`src/rtl/uart_rx_param.sv`:
```
// Parametrised UART receiver: oversampled serial line in, word plus
// parity/framing/overrun status out through a valid/ack handshake.
module uart_rx_param #(
  parameter int DATA_BITS  = 8,
  parameter int OVERSAMPLE = 16,
  parameter int PARITY_EN  = 0,
  parameter int PARITY_ODD = 0,
  parameter int STOP_BITS  = 1
) (
  input  logic                 i_clock,
  input  logic                 i_reset,
  input  logic                 i_tick,
  input  logic                 i_rx,
  input  logic                 i_ack,
  output logic [DATA_BITS-1:0] o_data,
  output logic                 o_valid,
  output logic                 o_parity_err,
  output logic                 o_frame_err,
  output logic                 o_overrun,
  output logic                 o_busy
);

  localparam int CW = $clog2(OVERSAMPLE);
  localparam int IW = $clog2(DATA_BITS);
  localparam logic [CW-1:0] HALF_M1  = CW'(OVERSAMPLE / 2 - 1);
  localparam logic [CW-1:0] FULL_M1  = CW'(OVERSAMPLE - 1);
  localparam logic [IW-1:0] LAST_BIT = IW'(DATA_BITS - 1);
  localparam logic          LAST_STOP = 1'(STOP_BITS - 1);

  typedef enum logic [2:0] {
    IDLE   = 3'd0,
    START  = 3'd1,
    DATA   = 3'd2,
    PARITY = 3'd3,
    STOP   = 3'd4
  } state_t;

  // Non-zero when the received parity bit does not match the configured sense.
  function automatic logic parity_error(input logic [DATA_BITS-1:0] d, input logic p);
    return (^d) ^ p ^ 1'(PARITY_ODD);
  endfunction

  logic [1:0]           sync_r;
  logic                 rx_s;
  state_t               state_r, state_s;
  logic [CW-1:0]        cnt_r, cnt_s;
  logic [IW-1:0]        idx_r, idx_s;
  logic                 stop_idx_r, stop_idx_s;
  logic [DATA_BITS-1:0] shift_r, shift_s;
  logic                 par_err_r, par_err_s;
  logic                 frm_err_r, frm_err_s;
  logic                 commit_r, commit_s;

  assign rx_s = sync_r[1];

  // Two-flop synchroniser for the asynchronous serial line (idles high).
  always_ff @(posedge i_clock or negedge i_reset) begin
    if (!i_reset) begin
      sync_r <= 2'b11;
    end else begin
      sync_r <= {sync_r[0], i_rx};
    end
  end

  // Frame FSM state and datapath registers.
  always_ff @(posedge i_clock or negedge i_reset) begin
    if (!i_reset) begin
      state_r    <= IDLE;
      cnt_r      <= '0;
      idx_r      <= '0;
      stop_idx_r <= 1'b0;
      shift_r    <= '0;
      par_err_r  <= 1'b0;
      frm_err_r  <= 1'b0;
      commit_r   <= 1'b0;
      o_busy     <= 1'b0;
    end else begin
      state_r    <= state_s;
      cnt_r      <= cnt_s;
      idx_r      <= idx_s;
      stop_idx_r <= stop_idx_s;
      shift_r    <= shift_s;
      par_err_r  <= par_err_s;
      frm_err_r  <= frm_err_s;
      commit_r   <= commit_s;
      o_busy     <= (state_s != IDLE);
    end
  end

  // Next-state logic: the FSM only moves on oversample ticks.
  always_comb begin
    state_s    = state_r;
    cnt_s      = cnt_r;
    idx_s      = idx_r;
    stop_idx_s = stop_idx_r;
    shift_s    = shift_r;
    par_err_s  = par_err_r;
    frm_err_s  = frm_err_r;
    commit_s   = 1'b0;
    if (i_tick) begin
      case (state_r)
        IDLE: begin
          if (!rx_s) begin
            state_s   = START;
            cnt_s     = '0;
            par_err_s = 1'b0;
            frm_err_s = 1'b0;
          end else begin
            state_s = IDLE;
          end
        end
        START: begin
          if (cnt_r == HALF_M1) begin
            cnt_s = '0;
            idx_s = '0;
            // A line that is high again at mid start bit was only a glitch.
            if (!rx_s) begin
              state_s = DATA;
            end else begin
              state_s = IDLE;
            end
          end else begin
            cnt_s = cnt_r + CW'(1);
          end
        end
        DATA: begin
          if (cnt_r == FULL_M1) begin
            cnt_s          = '0;
            shift_s[idx_r] = rx_s;
            if (idx_r == LAST_BIT) begin
              stop_idx_s = 1'b0;
              if (PARITY_EN != 0) begin
                state_s = PARITY;
              end else begin
                state_s = STOP;
              end
            end else begin
              idx_s = idx_r + IW'(1);
            end
          end else begin
            cnt_s = cnt_r + CW'(1);
          end
        end
        PARITY: begin
          if (cnt_r == FULL_M1) begin
            cnt_s      = '0;
            par_err_s  = parity_error(shift_r, rx_s);
            stop_idx_s = 1'b0;
            state_s    = STOP;
          end else begin
            cnt_s = cnt_r + CW'(1);
          end
        end
        STOP: begin
          if (cnt_r == FULL_M1) begin
            cnt_s = '0;
            if (!rx_s) begin
              frm_err_s = 1'b1;
            end else begin
              frm_err_s = frm_err_r;
            end
            // Back to IDLE at mid stop bit so an early next start bit is caught.
            if (stop_idx_r == LAST_STOP) begin
              commit_s = 1'b1;
              state_s  = IDLE;
            end else begin
              stop_idx_s = stop_idx_r + 1'b1;
            end
          end else begin
            cnt_s = cnt_r + CW'(1);
          end
        end
        default: begin
          state_s = IDLE;
          cnt_s   = '0;
        end
      endcase
    end else begin
      state_s = state_r;
    end
  end

  // Output word and status handshake; a commit takes priority over an ack.
  always_ff @(posedge i_clock or negedge i_reset) begin
    if (!i_reset) begin
      o_data       <= '0;
      o_valid      <= 1'b0;
      o_parity_err <= 1'b0;
      o_frame_err  <= 1'b0;
      o_overrun    <= 1'b0;
    end else if (commit_r) begin
      o_data       <= shift_r;
      o_parity_err <= par_err_r;
      o_frame_err  <= frm_err_r;
      o_valid      <= 1'b1;
      if (o_valid && !i_ack) begin
        o_overrun <= 1'b1;
      end else if (i_ack) begin
        o_overrun <= 1'b0;
      end else begin
        o_overrun <= o_overrun;
      end
    end else if (o_valid && i_ack) begin
      o_valid      <= 1'b0;
      o_parity_err <= 1'b0;
      o_frame_err  <= 1'b0;
      o_overrun    <= 1'b0;
    end else begin
      o_valid <= o_valid;
    end
  end

endmodule

```
`config.mk`:
```
export PLATFORM = sky130hd
export DESIGN_NAME = uart_rx_param
export DESIGN_NICKNAME = d
export VERILOG_FILES = /design/src/rtl/uart_rx_param.sv
export SDC_FILE = /design/constraint.sdc
export NUM_CORES = 1
export LEC_CHECK = 0
export ABC_AREA = 1
export CORE_ASPECT_RATIO = 0.75
export CORE_MARGIN = 3
export CORE_UTILIZATION = 25
export CTS_CLUSTER_DIAMETER = 80
export DETAILED_ROUTE_END_ITERATION = 8
export GPL_TIMING_DRIVEN = 0
export PLACE_DENSITY = 0.43
export REMOVE_ABC_BUFFERS = 1
export SLEW_MARGIN = 25
export SYNTH_ARGS = -nofsm -noshare
export SYNTH_HDL_FRONTEND = slang
export SYNTH_SLANG_ARGS = --single-unit
```
`constraint.sdc`:
```
create_clock -name i_clock -period 2.5 [get_ports i_clock]
set_clock_uncertainty 0.1 [all_clocks]
set_input_delay 0.5 -clock i_clock [delete_from_list [all_inputs] [get_ports i_clock]]
set_output_delay 0.5 -clock i_clock [all_outputs]
set_load 0.02 [all_outputs]
```
==> results of run 1 <==
==> final timing paths <==
| kind | end | cells after the start |
|---|---|---|
| setup / recovery | o_valid | 1 |
| hold / removal | sync_r[1]$_DFF_PN1_ | 0 |
| setup reg to reg | shift_r[7]$_DFFE_PN0P_ | 8 |
| hold reg to reg | sync_r[1]$_DFF_PN1_ | 0 |
| max in group asynchronous | sync_r[1]$_DFF_PN1_ | 3 |
| min in group asynchronous | cnt_r[2]$_DFFE_PN0P_ | 2 |
==> registers in the layout, indices dropped and copies added (netlist names) <==
| signal | count |
|---|---|
| shift_r | 8 |
| frm_err_r | 1 |
| commit_r | 1 |
| o_frame_err | 1 |
| o_valid | 1 |
| o_parity_err | 1 |
| par_err_r | 1 |
| idx_r | 3 |
| o_busy | 1 |
| state_r | 3 |
| o_data | 8 |
| sync_r | 2 |
| o_overrun | 1 |
| cnt_r | 4 |
==> area by class of cell <==
cell class | instances | area, sq um | share of cell area (%)
multi-input cells | 169 | 794.5 | 35.30
clock buffers | 5 | 68.82 | 3.057
flip-flops and latches | 36 | 903.4 | 40.13
well taps | 98 | 122.6 | 5.447
repair buffers | 19 | 195.2 | 8.671
clock inverters | 3 | 42.54 | 1.890
inverters | 33 | 123.9 | 5.503
==> power breakdown <==
group	switching, mW	internal [mW]
clock network	0.224	0.295
registers	0.0687	0.656
logic	0.236	0.134
total	0.529	1.09
==> cell families after synthesis <==
group           count (synthesis)  synth area share, %
fa+ha+maj                       3                2.042
xor+xnor                        1               0.4766
buf+inv                        37                7.624
simple gates                  126                29.14
compound gates                 39                11.57
flops                          36                49.15
==> timing repair <==
item,4_1_cts,5_1_grt
endpoints found under the hold margin,10,0
setup endpoints to repair,0,0
hold buffers,1,0
gates resized for setup,0,0
==> metal layers <==
layer  share of wire, %  wire [um]
met5                  0          0
met4                1.7         64
met3                4.9        188
met2                 36       1392
met1                 57       2183
==> placed cells by master, fill, tap and decap left out <==
master / n
nor3_4: 1
o211ai_1: 2
a21oi_1: 9
nor2_4: 2
nor2_2: 3
nand3_1: 14
o21ai_0: 13
nor2_1: 18
ha_1: 3
clkdlybuf4s50_1: 16
clkbuf_8: 5
buf_2: 1
clkinv_2: 1
dlygate4sd3_1: 1
xor2_1: 1
dfstp_2: 2
nand2_1: 84
inv_2: 5
inv_1: 28
buf_12: 1
bufinv_16: 1
nand4_1: 1
dfrtp_1: 34
o21ai_1: 13
clkinvlp_4: 1
o22ai_1: 1
nand2_2: 3
a21oi_4: 1
==> impl_metrics.toml, run 1 <==
[outcome]
outcome = "complete, no violations"

[clock_tree]
numCtsBuffers = 5
cts_root_buf = "clkbuf_8"
cts.clk_slew.worst_paths_ns = 0.08
cts_setup_buffers = 0
cts_sinks = 36
htree_levels = 2
cts_buffer_depth = 2
clock_latency_ns = 0.29
cts_tree = "yes"

[critical_path]
worstSetupPathType = "reg -> out"
cp-startpoint = "o_valid$_DFFE_PN0P_"
cp-end-kind = "output port"
critPathBufInv = 1
crit_path_top_delay_cell = "clkdlybuf4s50_1"
reg2reg_from = "cnt_r[0]$_DFFE_PN0P_"
path_max_fanout = 3
cp_data_arrival_time_ns = 1.28
worst_ep_required_time_ns = 1.90
rrSetupSlack_ns = 0.82
crit_chain = "clkdlybuf4s50_1"
critical_path.max_stage_delay_ns = 0.61
start_kind = "register"
critPathTopFamily = "buffers and inverters"

[timing]
fin_crit_sh_pct = 75.30
hold_viol_final = 0
setup_tns_ns = 0
whs_ns = 0.2572
layout_setup_ws_ns = 0.6176
setup_viol = 0
max-slew-margin-rel_pct = 66.30
worst_pin_slew_ns = 0.5049
maxSlewViolCount = 0
period_needed_ns = 1.882
fmax_mhz = 531.2
rsz0062_at_grt = "no"

[cells_and_area]
post-route-util_pct = 32.33
drive_above_1_share_pct = 10.19
nFillCells = 799
diodes = 0
final_nets = 272
area_growth_pct = 22.46
stdcell_area_sq_mm = 0.002251
final_cells = 363

[floorplanning]
chipWidth_um = 105.0
initial_core_util_pct = 26.40
io_pins = 18
dieHeight_um = 80.26
num_rows = 26
die_area_sq_mm = 0.008428
core_area_sq_mm = 0.006962

[detailed_routing]
wl_per_cell_um = 10.55
via_per_inst = 4.058
vias = 1473
ant_nets = 0
wirelength_mm = 3.828
drt_iter0_markers = 72
drcViolationCount = 0
first_pass_iters = 5

[synth]
synth-main-ff-cell = "dfrtp_1"
avgSynthCellArea_sq_um = 7.595
syn_inst = 242
ys_seq_area_share_pct = 49.15
yosys-top-cells-count = "nand2_1, dfrtp_1, inv_1, nor2_1, nand3_1"
netlist_area_sq_mm = 0.001838
synth_area_leaders = "dfrtp_1, nand2_1, inv_1, nand3_1, nor2_1"
synth-seq-cells = 36
synth_top_area_cell = "dfrtp_1"
synth.distinct_cells = 22
yosysMostFrequentCell = "nand2_1"
synth_top_area_share_pct = 46.29
async_flop_share_pct = 100.0
synth_enable_flop_cells = 0
yosys_warnings = 0

[global_routing]
track_usage_pct = 10.04
use_met1_pct = 14.83
busiest_layer = "met1"
first_global_vias = 1371
grt_max_degree = 27
grt_overflow = 0
grt_use_met3_pct = 2.731
antenna_found_initial = 0
grtUsageMet2_pct = 13.44
grt_pass1_wl_mm = 6.679

[power]
leakage_nw = 1.047
peakVddDrop_mv = 0.3207
power_density_mw_per_mm2 = 717.2
total_power_mw = 1.614

[worst_hold_path]
hold_class = "reg -> reg"
hold_start = "sync_r[0]$_DFF_PN1_"

[place]
place_area_sq_mm = 0.002130
io_buffer_count = 17
dpl_worst_slack_ns = 0.3938
dp_cells = 354
place.gp.congestion = 0.8633
dp_hpwl_mm = 2.905

[flow_run]
max-cap-violations = 0
(Power assumes the default switching activity.)
==> inputs of run 2 (changes only) <==
==> constraint.sdc (replaced) <==
create_clock -name i_clock -period 1.8 [get_ports i_clock]
set_clock_uncertainty 0.1 [all_clocks]
set_input_delay 0.36 -clock i_clock [delete_from_list [all_inputs] [get_ports i_clock]]
set_output_delay 0.36 -clock i_clock [all_outputs]
set_load 0.02 [all_outputs]
==> run 2 against run 1 <==
  * Wire length increased by 0.24%
  * Register-to-register slack worse by 0.69 ns
  * First-iteration DRC count down 8.3%
  * Core utilization rose by 0.18 points
  * Power up 40%
  * Worst hold slack about the same
  * Critical path type unchanged
  * Critical endpoint unchanged
  * Largest cell class unchanged
==> impl_metrics.toml, run 2 (synthesized netlist as in run 1, its figures left out) <==
[critical_path]
path_max_fanout = 3
worstSetupPathType = "reg -> out"
cp_data_arrival_time_ns = 1.28
crit_path_top_delay_cell = "clkdlybuf4s50_1"
start_kind = "register"
crit_chain = "clkdlybuf4s50_1"
critical_path.max_stage_delay_ns = 0.61
critPathTopFamily = "buffers and inverters"
critPathBufInv = 1
cp-end-kind = "output port"
worst_ep_required_time_ns = 1.34

[global_routing]
grt_overflow = 0
antenna_found_initial = 0
grt_pass1_wl_mm = 6.679
grt_max_degree = 27
first_global_vias = 1371
track_usage_pct = 10.04

[clock_tree]
cts_tree = "yes"
cts_buffer_depth = 2
cts_root_buf = "clkbuf_8"
cts_sinks = 36
cts.clk_slew.worst_paths_ns = 0.08
htree_levels = 2
numCtsBuffers = 5
clock_latency_ns = 0.29

[floorplanning]
chipWidth_um = 105.0
core_area_sq_mm = 0.006962
io_pins = 18
num_rows = 26
initial_core_util_pct = 26.40
die_area_sq_mm = 0.008428
dieHeight_um = 80.26

[timing]
setup_tns_ns = 0
whs_ns = 0.2572
fmax_mhz = 573.7
worst_pin_slew_ns = 0.5049
layout_setup_ws_ns = 0.05701
maxSlewViolCount = 0
period_needed_ns = 1.743
rsz0062_at_grt = "yes"
setup_viol = 0
max-slew-margin-rel_pct = 66.30
hold_viol_final = 0
fin_crit_sh_pct = 96.83

[power]
peakVddDrop_mv = 0.4455
power_density_mw_per_mm2 = 999.7
leakage_nw = 1.050

[cells_and_area]
area_growth_pct = 23.14
final_cells = 364
final_nets = 273
final_common_cell = "nand2_1"
largest_registers = "o_data (8), shift_r (8), cnt_r (4)"
drive_above_1_share_pct = 11.28
diodes = 0
layout_common_cells = "nand2_1, dfrtp_1, inv_1, nor2_1, clkdlybuf4s50_1"

[detailed_routing]
drcViolationCount = 0
first_pass_iters = 4
wl_per_cell_um = 10.54
drt_iter0_markers = 66
vias = 1478
wirelength_mm = 3.837
via_per_inst = 4.060
ant_nets = 0

[place]
dpl_worst_slack_ns = -0.1662
io_buffer_count = 17
dp_cells = 354
place.gp.congestion = 0.8633
dp_hpwl_mm = 2.905

[outcome]
outcome = "complete, no violations"

[flow_run]
max-cap-violations = 0

[worst_hold_path]
hold_class = "reg -> reg"
## run 2: worst paths after layout
kind / start / to / slack [ns] / depth (start not counted)
max: o_valid$_DFFE_PN0P_ / o_valid / 0.06 / 1
min: sync_r[0]$_DFF_PN1_ / sync_r[1]$_DFF_PN1_ / 0.26 / 0
max reg2reg: idx_r[1]$_DFFE_PN0P_ / o_busy$_DFF_PN0_ / 0.13 / 8
min reg2reg: sync_r[0]$_DFF_PN1_ / sync_r[1]$_DFF_PN1_ / 0.26 / 0
max in group asynchronous: i_reset / sync_r[1]$_DFF_PN1_ / 0.71 / 3
min in group asynchronous: i_reset / cnt_r[2]$_DFFE_PN0P_ / 0.38 / 2
## run 2: where the power goes
| group | switching (mW) | internal [mW] | total [mW] |
|---|---|---|---|
| clock | 0.309 | 0.410 | 0.719 |
| sequential | 0.0957 | 0.911 | 1.01 |
| combinational | 0.336 | 0.201 | 0.537 |
| total | 0.741 | 1.52 | 2.26 |
## run 2: metal layers
| layer | GRT usage (%) | vias to the layer above | wire [um] |
|---|---|---|---|
| met2 | 13.44 | 29 | 1391 |
| met4 | 4.325 | 0 | 64 |
| met1 | 14.83 | 637 | 2203 |
| met3 | 2.731 | 7 | 177 |
| li1 | - | 805 | - |
| met5 | 0 | - | 0 |
## run 2: stage by stage
stage / power [mW] / util [%] / area, sq um
global placement: 1.540 / 30.37 / 2115
CTS: 2.287 / 32.33 / 2251
global route: 2.425 / 32.51 / 2263
floorplan: 1.379 / - / 1822
detailed placement: 1.544 / 30.59 / 2130
finish: 2.263 / 32.51 / 2263
## run 2: final cells by class
cell class              count  area [sq um]
fillers                   798          4698
repair buffers             20         202.7
multi-input cells         169         799.5
inverters                  33         123.9
clock inverters             3         42.54
clock buffers               5         68.82
flip-flops and latches     36         903.4
well taps                  98         122.6
## run 2: what timing repair did
action | 4_1_cts | 5_1_grt
resized for setup | 0 | 2
setup buffers | 0 | 1
endpoints found under the hold margin | 10 | 0
hold buffers | 1 | 0
endpoints found under the setup margin | 0 | 10
==> inputs of run 3 (changes only) <==
--- a/config.mk
+++ b/config.mk
@@ -14,7 +14,6 @@
 export GPL_TIMING_DRIVEN = 0
 export PLACE_DENSITY = 0.43
 export REMOVE_ABC_BUFFERS = 1
-export SLEW_MARGIN = 25
 export SYNTH_ARGS = -nofsm -noshare
 export SYNTH_HDL_FRONTEND = slang
 export SYNTH_SLANG_ARGS = --single-unit
==> constraint.sdc (replaced) <==
create_clock -name i_clock -period 1.9 [get_ports i_clock]
set_clock_uncertainty 0.1 [all_clocks]
set_input_delay 0.38 -clock i_clock [delete_from_list [all_inputs] [get_ports i_clock]]
set_output_delay 0.38 -clock i_clock [all_outputs]
set_load 0.02 [all_outputs]
==> run 3 against run 2 <==
  * Combinational power shrank 12%
  * Critical endpoint unchanged
  * Design area decreased by 1.9%
  * Setup slack gained 0.085 ns
  * Core utilization down 0.61 points
==> impl_metrics.toml, run 3 (synthesized netlist as in run 1, its figures left out) <==
[outcome]
outcome = "complete, no violations"

[global_routing]
grt_pass1_wl_mm = 6.644
track_usage_pct = 9.990
antenna_found_initial = 0
grt_overflow = 0
grt_max_degree = 37
first_global_vias = 1373

[detailed_routing]
vias = 1480
ant_nets = 0
drcViolationCount = 0
drt_iter0_markers = 63
wl_per_cell_um = 10.35
via_per_inst = 4.100
wirelength_mm = 3.738
first_pass_iters = 4

[floorplanning]
core_area_sq_mm = 0.006962
chipWidth_um = 105.0
die_area_sq_mm = 0.008428
dieHeight_um = 80.26
initial_core_util_pct = 26.40
num_rows = 26
io_pins = 18

[cells_and_area]
diodes = 0
post-route-util_pct = 31.90
drive_above_1_share_pct = 9.886
layout_common_cells = "nand2_1, dfrtp_1, inv_1, nor2_1, clkdlybuf4s50_1"
largest_registers = "o_data (8), shift_r (8), cnt_r (4)"
area_growth_pct = 20.83
final_nets = 270
final_common_cell = "nand2_1"

[clock_tree]
cts_tree = "yes"
cts_sinks = 36
ctsHoldBuffers = 0
post_cts_resized = 0
cts.clk_slew.worst_paths_ns = 0.08
numCtsBuffers = 5
cts_root_buf = "clkbuf_8"
cts_setup_buffers = 0
clock_latency_ns = 0.29
cts_buffer_depth = 2
htree_levels = 2

[timing]
maxSlewViolCount = 0
setup_tns_ns = 0
max-slew-margin-rel_pct = 45.49
hold_viol_final = 0
setup_viol = 0
fin_crit_sh_pct = 92.53
whs_ns = 0.07485
period_needed_ns = 1.758
fmax_mhz = 568.8
rsz0062_at_grt = "no"
worst_pin_slew_ns = 0.8177

[critical_path]
path_max_fanout = 3
critical_path.max_stage_delay_ns = 0.61
cp-end-kind = "output port"
start_kind = "register"
critPathBufInv = 1
worstSetupPathType = "reg -> out"
worst_ep_required_time_ns = 1.42
cp_data_arrival_time_ns = 1.28
crit_path_top_delay_cell = "clkdlybuf4s50_1"
critPathTopFamily = "buffers and inverters"
crit_chain = "clkdlybuf4s50_1"

[power]
leakage_nw = 1.033
power_density_mw_per_mm2 = 951.3
total_power_mw = 2.113
peakVddDrop_mv = 0.4210

[worst_hold_path]
hold_class = "in -> async"

[place]
io_buffer_count = 17
dp_hpwl_mm = 2.720
place.gp.congestion = 0.8633

[flow_run]
max-cap-violations = 0
run 3: cell type report:
cell class,count,area (sq um)
clock buffers,5,68.82
clock inverters,3,42.54
fillers,775,4741
inverters,33,123.9
multi-input cells,169,794.5
flip-flops and latches,36,903.4
well taps,98,122.6
repair buffers,17,165.2
run 3: layer usage:
metal / vias up / wire length [um] / global-route usage (%)
met4: 0 / 60 / 3.932
met3: 7 / 155 / 3.052
met2: 26 / 1403 / 14.08
met5: - / 0 / 0
li1: 802 / - / -
met1: 645 / 2119 / 14.14
run 3: metrics by stage:
stage	setup slack, ns	instance area (sq um)	std cells
2_1_floorplan	0.4105	1822	238
3_3_place_gp	-0.6459	2115	353
3_5_place_dp	-0.08164	2110	353
4_1_cts	0.1243	2221	361
5_1_grt	0.02777	2221	361
6_report	0.1419	2221	361
run 3: final timing paths:
path,to,startpoint,slack (ns),depth (start not counted)
worst max register to register,o_busy$_DFF_PN0_,idx_r[1]$_DFFE_PN0P_,0.23,8
worst max-delay path,o_valid,o_valid$_DFFE_PN0P_,0.14,1
max in group asynchronous,o_busy$_DFF_PN0_,i_reset,1.10,1
min in group i_clock,sync_r[1]$_DFF_PN1_,sync_r[0]$_DFF_PN1_,0.26,0
worst min-delay path,o_valid$_DFFE_PN0P_,i_reset,0.07,1
worst min register to register,sync_r[1]$_DFF_PN1_,sync_r[0]$_DFF_PN1_,0.26,0
run 3: power by group:
part           switching (mW)  internal [mW]
sequential             0.0939          0.864
combinational           0.305          0.170
clock                   0.292          0.388
